**src/rtl/score_display_pkg.sv**
```systemverilog
// Shared types, glyph constants and width helper for the score display
// and its decoder.
package score_display_pkg;

   typedef logic [3:0] bcd_t;

   // Segment order is {g,f,e,d,c,b,a}, active-high.
   localparam logic [6:0] GLYPH_0     = 7'h3F;
   localparam logic [6:0] GLYPH_1     = 7'h06;
   localparam logic [6:0] GLYPH_2     = 7'h5B;
   localparam logic [6:0] GLYPH_3     = 7'h4F;
   localparam logic [6:0] GLYPH_4     = 7'h66;
   localparam logic [6:0] GLYPH_5     = 7'h6D;
   localparam logic [6:0] GLYPH_6     = 7'h7D;
   localparam logic [6:0] GLYPH_7     = 7'h07;
   localparam logic [6:0] GLYPH_8     = 7'h7F;
   localparam logic [6:0] GLYPH_9     = 7'h6F;
   localparam logic [6:0] GLYPH_BLANK = 7'h00;

   // Bits needed to hold 0..value-1; never below 1 so single-state counters stay legal.
   function automatic int clog2(input int value);
      int w;
      w = 1;
      while ((1 << w) < value) w++;
      return w;
   endfunction

endpackage

```
**src/rtl/seg7_decode.sv**
```systemverilog
// Combinational BCD to 7-segment decoder with a blank override.
module seg7_decode (
   input  logic [3:0] bcd_i,
   input  logic       blank_i,
   output logic [6:0] seg_o
);
   import score_display_pkg::*;

   always_comb begin
      seg_o = GLYPH_BLANK;
      if (!blank_i) begin
         case (bcd_i)
            4'd0:    seg_o = GLYPH_0;
            4'd1:    seg_o = GLYPH_1;
            4'd2:    seg_o = GLYPH_2;
            4'd3:    seg_o = GLYPH_3;
            4'd4:    seg_o = GLYPH_4;
            4'd5:    seg_o = GLYPH_5;
            4'd6:    seg_o = GLYPH_6;
            4'd7:    seg_o = GLYPH_7;
            4'd8:    seg_o = GLYPH_8;
            4'd9:    seg_o = GLYPH_9;
            default: seg_o = GLYPH_BLANK;
         endcase
      end
   end

endmodule

```
**src/rtl/score_display.sv**
```systemverilog
// N-digit BCD score counter with overflow flag, driving a multiplexed
// 7-segment display with leading-zero blanking, blink and polarity control.
module score_display #(
   parameter int DIGITS            = 4,
   parameter int TICKS_PER_SCAN    = 50,
   parameter int BLINK_HALF_FRAMES = 64
) (
   input  logic                  clk_i,
   input  logic                  rst_ni,
   input  logic                  ena_i,
   input  logic                  invert_i,
   input  logic                  inc_i,
   input  logic                  dec_i,
   input  logic                  clr_i,
   input  logic                  blink_i,
   input  logic                  blank_zeros_i,
   output logic [6:0]            segments_o,
   output logic [DIGITS-1:0]     digits_o,
   output logic [4*DIGITS-1:0]   value_o,
   output logic                  overflow_o
);
   import score_display_pkg::*;

   localparam int IDX_W = clog2(DIGITS);
   localparam int PRE_W = clog2(TICKS_PER_SCAN);
   localparam int FRM_W = clog2(BLINK_HALF_FRAMES);
   localparam logic [IDX_W-1:0] IDX_LAST = IDX_W'(DIGITS - 1);
   localparam logic [PRE_W-1:0] PRE_LAST = PRE_W'(TICKS_PER_SCAN - 1);
   localparam logic [FRM_W-1:0] FRM_LAST = FRM_W'(BLINK_HALF_FRAMES - 1);

   logic [4*DIGITS-1:0] cnt_q, cnt_d, cnt_inc, cnt_dec;
   logic                ovf_q, ovf_d;
   logic [PRE_W-1:0]    pre_q, pre_d;
   logic [IDX_W-1:0]    idx_q, idx_d;
   logic [FRM_W-1:0]    frm_q, frm_d;
   logic                phase_q, phase_d;
   logic [6:0]          seg_q, seg_d;
   logic [DIGITS-1:0]   dig_q, dig_d;
   logic [DIGITS-1:0]   upper_zero;
   logic                all_nine, is_zero;
   bcd_t                cur_digit;
   logic                cur_upper_zero, blank;

   // Per-digit carry, borrow and "this digit and all above are zero" chains.
   for (genvar k = 0; k < DIGITS; k++) begin : g_digit
      bcd_t d;
      logic cin, bin, cout, bout, uz;
      assign d = cnt_q[4*k +: 4];
      if (k == 0) begin : g_lsd
         assign cin = 1'b1;
         assign bin = 1'b1;
      end else begin : g_chain
         assign cin = g_digit[k-1].cout;
         assign bin = g_digit[k-1].bout;
      end
      if (k == DIGITS - 1) begin : g_msd
         assign uz = (d == 4'd0);
      end else begin : g_upper
         assign uz = (d == 4'd0) & g_digit[k+1].uz;
      end
      assign cout          = cin & (d == 4'd9);
      assign bout          = bin & (d == 4'd0);
      assign upper_zero[k] = uz;
      assign cnt_inc[4*k +: 4] = !cin ? d : ((d == 4'd9) ? 4'd0 : d + 4'd1);
      assign cnt_dec[4*k +: 4] = !bin ? d : ((d == 4'd0) ? 4'd9 : d - 4'd1);
   end

   assign all_nine = g_digit[DIGITS-1].cout;
   assign is_zero  = g_digit[DIGITS-1].bout;

   always_comb begin
      cnt_d = cnt_q;
      ovf_d = ovf_q;
      if (clr_i) begin
         cnt_d = '0;
         ovf_d = 1'b0;
      end else if (inc_i && !dec_i) begin
         cnt_d = cnt_inc;
         if (all_nine) ovf_d = 1'b1;
      end else if (dec_i && !inc_i && !is_zero) begin
         cnt_d = cnt_dec;
      end
   end

   // Prescaler -> digit index -> frame counter -> blink phase.
   always_comb begin
      pre_d   = pre_q + PRE_W'(1);
      idx_d   = idx_q;
      frm_d   = frm_q;
      phase_d = phase_q;
      if (pre_q == PRE_LAST) begin
         pre_d = '0;
         if (idx_q == IDX_LAST) begin
            idx_d = '0;
            if (frm_q == FRM_LAST) begin
               frm_d   = '0;
               phase_d = ~phase_q;
            end else begin
               frm_d = frm_q + FRM_W'(1);
            end
         end else begin
            idx_d = idx_q + IDX_W'(1);
         end
      end
   end

   always_comb begin
      cur_digit      = '0;
      cur_upper_zero = 1'b0;
      dig_d          = '0;
      for (int k = 0; k < DIGITS; k++) begin
         if (idx_q == IDX_W'(k)) begin
            cur_digit      = cnt_q[4*k +: 4];
            cur_upper_zero = upper_zero[k];
            dig_d[k]       = 1'b1;
         end
      end
      blank = !ena_i || (blink_i && phase_q) ||
              (blank_zeros_i && (idx_q != '0) && cur_upper_zero);
   end

   seg7_decode u_decode (
      .bcd_i   (cur_digit),
      .blank_i (blank),
      .seg_o   (seg_d)
   );

   always_ff @(posedge clk_i or negedge rst_ni) begin
      if (!rst_ni) begin
         cnt_q   <= '0;
         ovf_q   <= 1'b0;
         pre_q   <= '0;
         idx_q   <= '0;
         frm_q   <= '0;
         phase_q <= 1'b0;
         seg_q   <= '0;
         dig_q   <= '0;
      end else begin
         cnt_q   <= cnt_d;
         ovf_q   <= ovf_d;
         pre_q   <= pre_d;
         idx_q   <= idx_d;
         frm_q   <= frm_d;
         phase_q <= phase_d;
         seg_q   <= seg_d;
         dig_q   <= dig_d;
      end
   end

   assign segments_o = seg_q ^ {7{invert_i}};
   assign digits_o   = dig_q ^ {DIGITS{invert_i}};
   assign value_o    = cnt_q;
   assign overflow_o = ovf_q;

endmodule

```
**config.mk**
```make
export PLATFORM = sky130hd
export DESIGN_NAME = score_display
export DESIGN_NICKNAME = d
export VERILOG_FILES = /design/src/rtl/score_display_pkg.sv /design/src/rtl/seg7_decode.sv /design/src/rtl/score_display.sv
export SDC_FILE = /design/constraint.sdc
export NUM_CORES = 1
export LEC_CHECK = 0
export ABC_AREA = 0
export CAP_MARGIN = 10
export CORE_MARGIN = 4
export CORE_UTILIZATION = 60
export DETAILED_ROUTE_END_ITERATION = 8
export PLACE_DENSITY = 0.91
export SLEW_MARGIN = 5
export SYNTH_ARGS = -nofsm -noshare
export SYNTH_HDL_FRONTEND = slang
export SYNTH_SLANG_ARGS = --single-unit
```
**constraint.sdc**
```tcl
create_clock -name clk_i -period 4.5 [get_ports clk_i]
set_input_delay 0.9 -clock clk_i [delete_from_list [all_inputs] [get_ports clk_i]]
set_output_delay 0.9 -clock clk_i [all_outputs]
set_load 0.03 [all_outputs]
```
=== Yosys cells after proc, flatten, opt, wreduce, memory -nomap -nowiden ===
Memories as Yosys holds them, arrays and structs flattened.
Index checks and enable logic that the tools add are counted.

* Logic and storage cells: 113
* Bits in registers: 43
* Memories: 1
* Output and inout bits: 28
* Memory bits (read-only): 112

{| class="wikitable"
|+ Memory list
! name !! words !! bits a word !! read ports !! clocked after memory_dff !! write ports !! line !! text
|-
| (no name shown) || 16 || 7 || 1 || 0 || 0 || seg7_decode.sv:12 || <nowiki>case (bcd_i)</nowiki>
|}

* Bitwise operators: 12
* Reductions and logical operators: 30
* Eq/ne operators: 12
* Multiplexer cells: 36
* Add/sub/neg operators: 11

{| class="wikitable"
|+ Operator list
! kind !! count
|-
| $mux W4 || 18
|-
| $mux W16 || 3
|-
| $add A4 B1 Y4 const B || 4
|-
| $eq A4 B4 Y1 const B || 4
|-
| $logic_not A4 Y1 || 4
|-
| $sub A4 B1 Y4 const B || 4
|-
| $add A6 B1 Y6 const B || 2
|-
| $eq A6 B6 Y1 const B || 2
|-
| $mux W6 || 2
|-
| $reduce_and A3 Y1 || 4
|-
| $reduce_bool A3 Y1 || 4
|-
| $mux W1 || 11
|-
| $and A1 B1 Y1 || 9
|-
| $ne A3 B3 Y1 const B || 3
|-
| $mux W7 || 1
|-
| $xor A7 B7 Y7 || 1
|-
| $logic_and A1 B1 Y1 || 6
|-
| $reduce_bool A2 Y1 || 3
|-
| $eq A2 B2 Y1 const B || 2
|-
| $logic_not A1 Y1 || 4
|-
| $reduce_and A2 Y1 || 2
|-
| $xor A4 B4 Y4 || 1
|-
| $add A2 B1 Y2 const B || 1
|-
| $eq A2 B1 Y1 const B || 1
|-
| 4 further kinds || 5
|}

=== Depth between registers and ports, before layout ===
Gate-level depths: netlist of the first run.

* Depth after elaboration: 11
* Gate-level depth with buffers: 13
* Mapped depth without buffers: 12

=== Cells and area by module ===
A second synthesis of the first run with hierarchy kept.

* Cell total of the unflattened synthesis: 331
* Area, all modules: 2,991.6 um^2

{| class="wikitable"
|+ Modules (own cells, without submodules)
! module !! cells an instance !! instances !! area each (um^2)
|-
| score_display || 300 || 1 || 2,761.4
|-
| seg7_decode || 31 || 1 || 230.2
|}

=== Worst setup path after synthesis of the first run ===
Ideal clock, no wire load.

* Kind: input-to-output
* Start: input port invert_i
* End: output port digits_o[0]
* Stages: 2
* Path slack: 1,743 ps
* Arrival: 1,857 ps
* Path buffers: 1
* Required time: 3,600 ps
* Path through: buf_1 > xor2_1

* Cells in the longest elaborated chain, start to end: 1

{| class="wikitable"
|+ RTL lines
! what !! line !! text
|-
| start, declared || score_display.sv:11 || <nowiki>input logic invert_i,</nowiki>
|-
| $xor A4 B4 Y4 || score_display.sv:151 || <nowiki>assign digits_o = dig_q ^ {DIGITS{invert_i}};</nowiki>
|-
| end, declared || score_display.sv:18 || <nowiki>output logic [DIGITS-1:0] digits_o,</nowiki>
|}

No other way between the ends.

=== Worst setup path after layout of the first run ===
* Start: input port invert_i
* End: output port segments_o[2]

* Cells in the longest elaborated chain, start to end: 1

{| class="wikitable"
|+ RTL lines
! what !! line !! text
|-
| $xor A7 B7 Y7 || score_display.sv:150 || <nowiki>assign segments_o = seg_q ^ {7{invert_i}};</nowiki>
|-
| end, declared || score_display.sv:17 || <nowiki>output logic [6:0] segments_o,</nowiki>
|}

No other way between the ends.

==> out/summary.md, run 1 <==
• final weighted congestion in routability-driven placement: 0.854
• net load switching power: 600 µW
• starting density of the core: 62.2%
• CP dominant cell by count: sky130_fd_sc_hd__clkdlybuf4s50_1
• reg-to-reg slack, setup: 1.82 ns
• CTS tree: yes
• critical path's largest stage delay: 0.83 ns
• Yosys reg bits: 43
• area growth from synthesis to layout: 15.7%
• post-synthesis share of cell area spent on xor and xnor gates: 6.85%
• DIE WIDTH: 78.0 µm
• count of H-tree levels built during CTS: 2
• share of final-layout standard cells stronger than drive strength 1: 7.06%
• largest cells by area after synthesis: sky130_fd_sc_hd__dfrtp_1 (37%), sky130_fd_sc_hd__ha_1 (5.1%), sky130_fd_sc_hd__nor2_1 (4.5%)
• timing endpoint of the critical path: segments_o[2]
• most frequently used flop master after synthesis: sky130_fd_sc_hd__dfrtp_1
• worst voltage drop across the vdd grid: 0.307 mV
• routed wire length: 6.30 mm
• setup TNS: 0 ns
• All-Layer GR Usage: 21.9%
• cell at the root of the clock tree: sky130_fd_sc_hd__clkbuf_8
• number of different library cells in the post-synthesis netlist: 58
• number of port buffers: 36
• yosys warns: 0
• iteration count of the initial detailed-routing pass: 4
• via count of the routed design: 2490
• DRC violation count after routing: 0
• Post-synth EDFFs: 0
• number of non-filler instances in the completed layout: 421
• number of clock sinks: 43
• setup repair after global routing missed its margin: false
• largest net degree at the start of global routing: 44
• worst path arrival time: 2.63 ns
• Critical Path, Cell by Cell: clkdlybuf4s50_1 > xor2_1 > clkdlybuf4s50_1
• Mapped Nets: 355
• WL per Instance: 15.0 µm
• adder-cell share of the synthesized area: 5.11%
• initial antenna violation count: 0
• placed instance count: 413
• number of cell instances on the worst register-to-register path: 8
• post-synthesis instance area: 2940 µm²
• leakage power summed over all cells: 1.39 nW
• standard-cell row count: 25
• Clock power frac: 23.4%
• slew at the pin closest to its max-slew limit: 0.952 ns
• combinational share of power: 39.8%
• max-slew violations: 0
• PostCTS Resize Cnt: 0
• pre-CTS WS: 0.955 ns
• main combinational cell family by area after synthesis: simple AND/OR/NAND/NOR gates
• commonest non-fill, non-tap cells in the layout: sky130_fd_sc_hd__dfrtp_1 (43), sky130_fd_sc_hd__nor2_1 (35), sky130_fd_sc_hd__clkdlybuf4s50_1 (35), sky130_fd_sc_hd__nand2_1 (33), sky130_fd_sc_hd__a21oi_1 (18)
• Final nets: 374
• post-synth top area share: 36.6%
• height of the die: 78.0 µm
• number of violations of the max-capacitance limit: 0
• simple-gate share of the synthesized area: 24.8%
• via count of the first global-routing pass: 2375
• Antenna Diode Count: 0
• first-pass GRT wire length: 11.0 mm
• final worst setup slack: 0.969 ns
• internal power of the cells: 923 µW
• power share of the sequential group: 36.8%
• leading cell type in the layout, fill and taps excluded: sky130_fd_sc_hd__dfrtp_1
• PwrDens: 448 nW/µm²
• Worst Setup End Kind: output pin
• vias per std cell: 5.91
• antenna-violating nets left: 0
• final worst path period share: 78.5%
• Setup Buffers After CTS: 0
• number of failing setup endpoints in the final timing report: 0
• WS Path Type: input pin to output pin
• required time reported for the critical path endpoint: 3.60 ns
• Worst-Skew Late Latency: 0.30 ns
• critical path startpoint category: input pin
• capture instance of the worst register-to-register path: seg_q[0]$_DFF_PN0_
• reg-to-reg startpoint: idx_q[0]$_DFFE_PN0N_
• worst hold slack: 0.476 ns
• area enclosed by the die boundary: 6080 µm²
• cell type of the slowest stage on the worst timing path: sky130_fd_sc_hd__clkdlybuf4s50_1
• Mean Syn Cell Area: 8.80 µm²
• Synth area leader: sky130_fd_sc_hd__dfrtp_1
• outcome: finished, final reports clean
• hold_sp: phase_q$_DFFE_PN0P_
• peak fanout along the critical path: 11
• launching instance or port of the critical path: invert_i
• Detailed Route Iter0 Violations: 249
• maximum clock skew at final layout: 0.00715 ns
• fraction of power spent switching nets: 39.4%
• I/O pin count: 37
• post-detailed-placement half-perimeter wirelength: 4.19 mm
• clock buffer depth: 2
• proportion of synthesized chip area in sequential cells: 36.6%
• Slew headroom: 36.5%
• overall overflow remaining after global route: 0
• async set-reset flop share out of synthesis: 100%
• Worst-path clk slew: 0.08 ns
• number of buffers created by CTS: 5
• count of hold buffers inserted by post-cts repair: 0
• synthesized-area fraction occupied by ao, oa, aoi and oai cells: 17.3%
• proportion of synthesized area in mux cells: 3.96%
• post-synthesis cell count: 334
• final count of hold timing violations: 0
• core region area: 4720 µm²
• time the worst path needs with I/O delays and setup: 3.53 ns
• worst hold-check path type: register to register
• achievable clock frequency: 283 MHz
## per-stage QoR
stage | cell area (µm²) | util (%) | power, mW
finish | 3400 | 72.0 | 1.52
global placement | 3270 | 69.2 | 1.14
detailed placement | 3270 | 69.2 | 1.16
floorplan | 2940 | - | 0.987
global route | 3400 | 72.0 | 1.61
CTS | 3400 | 72.0 | 1.52
## synthesized netlist by cell type, types with 9 or more instances
master,count
sky130_fd_sc_hd__nor2_1,35
sky130_fd_sc_hd__xor2_1,15
sky130_fd_sc_hd__a21oi_1,18
sky130_fd_sc_hd__inv_1,10
sky130_fd_sc_hd__dfrtp_1,43
sky130_fd_sc_hd__nand3_1,9
sky130_fd_sc_hd__nor3_1,11
sky130_fd_sc_hd__buf_2,10
sky130_fd_sc_hd__ha_1,12
sky130_fd_sc_hd__o21ai_0,16
sky130_fd_sc_hd__nand2_1,33
sky130_fd_sc_hd__clkbuf_1,11
## sequential cells by signal, summed over array words and instances, names as in the netlist
register,cells
value_o,16
seg_q,7
frm_q,6
pre_q,6
dig_q,4
idx_q,2
overflow_o,1
phase_q,1
## cell families after synthesis
group | Yosys count
adder cells (fa/ha/maj) | 12
multiplexers | 11
AO/OA/AOI/OAI | 75
buffers and inverters | 35
AND/OR/NAND/NOR | 135
flip-flops | 43
XOR/XNOR | 23
## worst min-delay path by stage
stage                                       to  slack [ns]  depth (start not counted)
after global routing      frm_q[4]$_DFFE_PN0P_        0.50                          1
after CTS                  phase_q$_DFFE_PN0P_        0.48                          1
final                      phase_q$_DFFE_PN0P_        0.48                          1
after floorplan            phase_q$_DFFE_PN0P_        0.44                          1
after detailed placement  frm_q[4]$_DFFE_PN0P_        0.47                          1
after global placement     phase_q$_DFFE_PN0P_        0.46                          1
## routing by layer
layer  vias up  track usage (%)  part of all wire [%]
li1       1217                -                     -
met1      1180             29.4                    45
met2        83             35.4                    49
met3        10             4.18                   4.8
met4         0             8.04                   1.4
met5         -                0                     0
## cell type report
class / instances / area, µm²
Sequential cell: 43 / 1080
Inverter: 10 / 37.5
Clock buffer: 6 / 72.6
Timing Repair Buffer: 37 / 363
Fill cell: 339 / 1320
Multi-Input combinational cell: 256 / 1710
Clock inverter: 2 / 60.1
Tap cell: 67 / 83.8
## critical path: cells and delay by family
kind	cells	cell delay (ns)
buffers and inverters	2	1.53
XOR/XNOR	1	0.19
## power by group through the flow
stage	logic, mW	clock network, mW	registers, mW
final	0.605	0.357	0.561
after global routing	0.656	0.375	0.575
after CTS	0.604	0.359	0.558
after detailed placement	0.597	0	0.563
after global placement	0.578	0	0.559
after floorplan	0.435	0	0.551
Note: power is estimated with default switching activity, not from simulation.
==> inputs of run 2 (changes only) <==
CORE_UTILIZATION = 56   (was 60)
PLACE_DENSITY = 0.86   (was 0.91)
clock period = 3.7 ns   (was 4.5 ns; I/O delays follow)
==> run 2 against run 1 <==
Against the previous run:
- sequential share of layout area about the same
- total power increased by 20%
- clock power is 22% higher
- wire length down 3.5%
- largest power group unchanged
- highest routed layer unchanged
==> out/summary.md, run 2 (synthesized netlist as in run 1, its figures left out) <==
• PwrDens: 539 nW/µm², +20%
• flip-flop count of the largest register after layout: 16, unchanged
• setup TNS: 0 ns, unchanged
• via count of the routed design: 2479, -0.44%
• launching instance or port of the critical path: invert_i
• number of failing setup endpoints in the final timing report: 0, unchanged
• antenna-violating nets left: 0, unchanged
• via count of the first global-routing pass: 2386, +0.46%
• max-slew violations: 0, unchanged
• time the worst path needs with I/O delays and setup: 3.23 ns
• worst voltage drop across the vdd grid: 0.339 mV, +10%
• outcome: finished, final reports clean
• vias per std cell: 5.85, -1.1%
• leakage power summed over all cells: 1.39 nW, unchanged
• area growth from synthesis to layout: 15.8%
• power after layout: 1.83 mW, +20%
• height of the die: 80.4 µm, +3.1%
• DIE WIDTH: 80.4 µm, +3.1%
• clock buffer depth: 2, unchanged
• commonest non-fill, non-tap cells in the layout: sky130_fd_sc_hd__dfrtp_1 (43), sky130_fd_sc_hd__nor2_1 (35), sky130_fd_sc_hd__clkdlybuf4s50_1 (35), sky130_fd_sc_hd__nand2_1 (33), sky130_fd_sc_hd__a21oi_1 (18)
• Final nets: 374, unchanged
• number of port buffers: 36, unchanged
• largest net degree at the start of global routing: 44, unchanged
• Antenna Diode Count: 0, unchanged
• area enclosed by the die boundary: 6470 µm², +6.4%
• share of final-layout standard cells stronger than drive strength 1: 7.06%, unchanged
• reg-to-reg startpoint: idx_q[0]$_DFFE_PN0N_
• number of violations of the max-capacitance limit: 0, unchanged
• Detailed Route Iter0 Violations: 192, -23%
• final count of hold timing violations: 0, unchanged
• leading cell type in the layout, fill and taps excluded: sky130_fd_sc_hd__dfrtp_1
• cell at the root of the clock tree: sky130_fd_sc_hd__clkbuf_8
• CTS tree: yes
• count of hold buffers inserted by post-cts repair: 0, unchanged
• first-pass GRT wire length: 10.5 mm, -4.3%
• overall overflow remaining after global route: 0, unchanged
• number of clock sinks: 43, unchanged
• core region area: 5110 µm², +8.1%
• Worst-path clk slew: 0.08 ns, about the same
• Setup Buffers After CTS: 0, unchanged
• Slew headroom: 37.2%, +0.62 points
• standard-cell row count: 26, +4.0%
• WS Path Type: input pin to output pin
• initial antenna violation count: 0, unchanged
• DRC violation count after routing: 0, unchanged
• All-Layer GR Usage: 20.3%, -1.7 points
• starting density of the core: 57.5%, -4.7 points
• routed wire length: 6.08 mm, -3.5%
• I/O pin count: 37, unchanged
• achievable clock frequency: 310 MHz
• peak fanout along the critical path: 11, unchanged
• final weighted congestion in routability-driven placement: 0.879, +2.9%
• worst hold-check path type: register to register
• required time reported for the critical path endpoint: 2.96 ns, -0.64 ns
• final worst path period share: 87.2%
• slew at the pin closest to its max-slew limit: 0.943 ns, -0.00925 ns
• iteration count of the initial detailed-routing pass: 6, +2
• Worst Hold Depth: 1, unchanged
• Worst Setup End Kind: output pin
• PostCTS Resize Cnt: 0, unchanged
• number of cell instances on the worst register-to-register path: 8, unchanged
• Worst-Skew Late Latency: 0.29 ns, about the same
• maximum clock skew at final layout: 0.00625 ns, -0.000906 ns
• worst path arrival time: 2.49 ns, -0.14 ns
• count of H-tree levels built during CTS: 2, unchanged
• hold_sp: phase_q$_DFFE_PN0P_
• setup repair after global routing missed its margin: false
• critical path startpoint category: input pin
• number of buffers created by CTS: 5, unchanged
• WL per Instance: 14.3 µm, -4.2%
• post-detailed-placement half-perimeter wirelength: 4.17 mm, -0.52%
run 2: cell counts in the layout (fill, tap and decap cells not counted):
Identical to the previous run, type by type.
run 2: report_power, final:
group          total [mW]  switching [mW]  internal [mW]
clock network       0.436           0.166          0.270
registers           0.678           0.153          0.525
logic               0.720           0.393          0.327
total                1.83           0.711           1.12
run 2: routing by layer:
layer / wire length, µm / track usage, % / vias up
met1: 2600 / 25.0 / 1179
li1: - / - / 1221
met3: 289 / 4.48 / 9
met4: 78 / 6.25 / 0
met2: 3110 / 35.2 / 70
met5: 0 / 0 / -
run 2: path summary, 6_finish.rpt:
check / to / slack, ns
setup / recovery: digits_o[1] / 0.47
hold / removal: phase_q$_DFFE_PN0P_ / 0.47
setup reg to reg: seg_q[0]$_DFF_PN0_ / 1.06
hold reg to reg: phase_q$_DFFE_PN0P_ / 0.47
max in group asynchronous: value_o[6]$_DFFE_PN0P_ / 2.52
min in group asynchronous: value_o[5]$_DFFE_PN0P_ / 0.57
run 2: stage by stage:
step	setup WS, ns	hold WS (ns)	utilization, %	instances	cell area, µm²
after floorplan	1.26	0.441	-	334	2940
after global placement	0.505	0.457	64.0	416	3270
after detailed placement	0.443	0.460	64.0	416	3270
after CTS	0.442	0.476	66.6	424	3400
after global routing	0.361	0.493	66.6	424	3400
final	0.475	0.472	66.6	424	3400
run 2: critical path, stage by stage:
cell and delay (ns):
sky130_fd_sc_hd__clkdlybuf4s50_1 0.83, sky130_fd_sc_hd__xor2_1 0.21, sky130_fd_sc_hd__clkdlybuf4s50_1 0.70
run 2: layout make-up:
cell class / instances / area, µm²
clock buffers: 6 / 72.6
inverters: 10 / 37.5
repair buffers: 37 / 363
fillers: 416 / 1700
multi-input cells: 256 / 1710
flip-flops and latches: 43 / 1080
clock inverters: 2 / 60.1
well taps: 70 / 87.6
==> inputs of run 3 (changes only) <==
SYNTH_HIERARCHICAL = 1   (was not set)
==> run 3 against run 2 <==
Against the previous run:
- critical path depth did not move
- largest cell class unchanged
- worst hold slack worse by 0.0018 ns
- critical path type unchanged
- sequential power rose by 12%
==> out/summary.md, run 3 <==
• height of the die: 81.1 µm, +0.80%
• Mapped Nets: 352, -0.85%
• worst hold-check path type: register to register
• worst path arrival time: 2.49 ns, about the same
• power after layout: 2.15 mW, +17%
• simple-gate share of the synthesized area: 24.7%, -0.14 points
• Post-synth EDFFs: 0, unchanged
• flip-flop count of the largest register after layout: 16, unchanged
• most used standard cells in the synthesized netlist: sky130_fd_sc_hd__dfrtp_1 (43), sky130_fd_sc_hd__nand2_1 (37), sky130_fd_sc_hd__nor2_1 (26)
• post-synthesis instance area: 2990 µm², +1.8%
• post-synthesis share of cell area spent on xor and xnor gates: 7.90%, +1.1 points
• Worst-Skew Late Latency: 0.29 ns, about the same
• iteration count of the initial detailed-routing pass: 4, -2
• first-pass GRT wire length: 10.7 mm, +1.9%
• leakage power summed over all cells: 1.42 nW, +1.6%
• number of failing setup endpoints in the final timing report: 0, unchanged
• proportion of synthesized area in mux cells: 3.47%, -0.49 points
• Worst Setup End Kind: output pin
• required time reported for the critical path endpoint: 2.96 ns, about the same
• clock buffer depth: 2, unchanged
• DIE WIDTH: 81.1 µm, +0.80%
• WS Path Type: input pin to output pin
• maximum clock skew at final layout: 0.00109 ns, -0.00516 ns
• number of violations of the max-capacitance limit: 0, unchanged
• share of final-layout standard cells stronger than drive strength 1: 7.67%, +0.61 points
• post-synthesis cell count: 331, -0.90%
• critical path startpoint category: input pin
• Slew headroom: 35.0%, -2.2 points
• setup repair after global routing missed its margin: false
• core region area: 5140 µm², +0.64%
• yosys warns: 6, +6
• number of cell instances on the worst register-to-register path: 11, +3
• Yosys reg bits: 43, unchanged
• critical path's largest stage delay: 0.83 ns, about the same
• via count of the first global-routing pass: 2308, -3.3%
• layout filler cell count: 428, +2.9%
• time the worst path needs with I/O delays and setup: 3.23 ns, +0.00181 ns
• most frequently used flop master after synthesis: sky130_fd_sc_hd__dfrtp_1
• Final nets: 372, -0.53%
• outcome: finished, final reports clean
• cell at the root of the clock tree: sky130_fd_sc_hd__clkbuf_8
• setup TNS: 0 ns, unchanged
• most common cell in the netlist: sky130_fd_sc_hd__dfrtp_1
• number of port buffers: 36, unchanged
• main combinational cell family by area after synthesis: simple AND/OR/NAND/NOR gates
• max-slew violations: 0, unchanged
• area growth from synthesis to layout: 15.3%
• largest cells by area after synthesis: sky130_fd_sc_hd__dfrtp_1 (36%), sky130_fd_sc_hd__ha_1 (5.0%), sky130_fd_sc_hd__xor2_1 (4.7%)
• proportion of synthesized chip area in sequential cells: 36.0%, -0.64 points
• cell type of the slowest stage on the worst timing path: sky130_fd_sc_hd__clkdlybuf4s50_1
• Detailed Route Iter0 Violations: 146, -24%
• achievable clock frequency: 310 MHz, about the same
• number of buffers created by CTS: 5, unchanged
• area enclosed by the die boundary: 6580 µm², +1.6%
• Antenna Diode Count: 0, unchanged
• slew at the pin closest to its max-slew limit: 0.975 ns, +0.0329 ns
• PwrDens: 625 nW/µm², +16%
• Setup Buffers After CTS: 0, unchanged
• worst voltage drop across the vdd grid: 0.344 mV, +1.5%
• CP dominant cell by count: sky130_fd_sc_hd__clkdlybuf4s50_1
• DRC violation count after routing: 0, unchanged
• overall overflow remaining after global route: 0, unchanged
• final weighted congestion in routability-driven placement: 0.842, -4.2%
• antenna-violating nets left: 0, unchanged
• starting density of the core: 58.2%, +0.66 points
• All-Layer GR Usage: 20.8%, +0.52 points
• I/O pin count: 37, unchanged
• via count of the routed design: 2436, -1.7%
• post-detailed-placement half-perimeter wirelength: 4.24 mm, +1.6%
• WL per Instance: 14.8 µm, +3.3%
• standard-cell row count: 26, unchanged
• Mean Syn Cell Area: 9.04 µm², +2.7%
• initial antenna violation count: 0, unchanged
• core occupancy in the finished layout: 67.1%, +0.45 points
• routed wire length: 6.25 mm, +2.8%
• number of different library cells in the post-synthesis netlist: 59, +1.7%
• Worst-path clk slew: 0.08 ns, about the same
• post-synth top area share: 36.0%, -0.64 points
• adder-cell share of the synthesized area: 5.02%, -0.090 points
• PostCTS Resize Cnt: 0, unchanged
• synthesized-area fraction occupied by ao, oa, aoi and oai cells: 17.2%, -0.095 points
• leading cell type in the layout, fill and taps excluded: sky130_fd_sc_hd__dfrtp_1
• largest net degree at the start of global routing: 44, unchanged
• number of clock sinks: 43, unchanged
• CTS tree: yes
• Worst Hold Depth: 1, unchanged
• Critical Path, Cell by Cell: clkdlybuf4s50_1 > xor2_1 > clkdlybuf4s50_1
• vias per std cell: 5.77, -1.3%
• final count of hold timing violations: 0, unchanged
• count of H-tree levels built during CTS: 2, unchanged
• peak fanout along the critical path: 11, unchanged
• commonest non-fill, non-tap cells in the layout: sky130_fd_sc_hd__dfrtp_1 (43), sky130_fd_sc_hd__nand2_1 (37), sky130_fd_sc_hd__clkdlybuf4s50_1 (35), sky130_fd_sc_hd__nor2_1 (26)
• final worst path period share: 87.2%, about the same
• Synth area leader: sky130_fd_sc_hd__dfrtp_1
• count of hold buffers inserted by post-cts repair: 0, unchanged
• async set-reset flop share out of synthesis: 100%, unchanged
## run 3: cell type report
class | instances | area [µm²] | area share, %
sequential | 43 | 1080 | 31.2
inverter | 10 | 37.5 | 1.09
timing repair buffer | 38 | 370 | 10.7
multi-input combinational | 253 | 1740 | 50.6
clock inverter | 2 | 60.1 | 1.74
clock buffer | 6 | 72.6 | 2.10
tap | 70 | 87.6 | 2.54
## run 3: critical path: cells and delay by family
family                    cells  cell delay (ns)
buffers and inverters         2             1.54
xor gates and xnor gates      1             0.20
## run 3: path summary, 6_finish.rpt
kind / from / endpoint / slack [ns]
min in group asynchronous: rst_ni / value_o[0]$_DFFE_PN0P_ / 0.60
worst max register to register: idx_q[1]$_DFFE_PN0N_ / seg_q[3]$_DFF_PN0_ / 0.97
worst max-delay path: invert_i / digits_o[0] / 0.47
worst min register to register: phase_q$_DFFE_PN0P_ / phase_q$_DFFE_PN0P_ / 0.47
max in group asynchronous: rst_ni / frm_q[5]$_DFFE_PN0P_ / 2.50
worst min-delay path: phase_q$_DFFE_PN0P_ / phase_q$_DFFE_PN0P_ / 0.47
## run 3: logic make-up (layout without fill, tap and decap cells)
logic type / Yosys count / after routing
simple gates: 129 / 129
compound gates: 77 / 77
fa+ha+maj: 12 / 12
flops: 43 / 43
mux: 8 / 8
xor+xnor: 27 / 27
buf+inv: 35 / 56
## run 3: layer usage
metal | global-route usage [%] | part of all wire, % | vias up
met5 | 0 | 0 | -
met4 | 7.94 | 2.6 | 0
met3 | 3.99 | 5.4 | 14
met2 | 34.2 | 49 | 83
met1 | 27.1 | 43 | 1138
li1 | - | - | 1201
## run 3: per-stage QoR
stage                     hold WS, ns  area (µm²)  setup WS [ns]  cells
final                           0.470        3450          0.473    422
after detailed placement        0.464        3320          0.455    414
after floorplan                 0.437        2990           1.26    331
after global routing            0.500        3450          0.375    422
after CTS                       0.475        3450          0.439    422
after global placement          0.458        3320          0.508    414
## run 3: where the power goes
group	internal (mW)	switching (mW)	total (mW)
Sequential	0.544	0.211	0.756
Clock	0.270	0.162	0.432
Combinational	0.461	0.505	0.966
Total	1.28	0.878	2.15
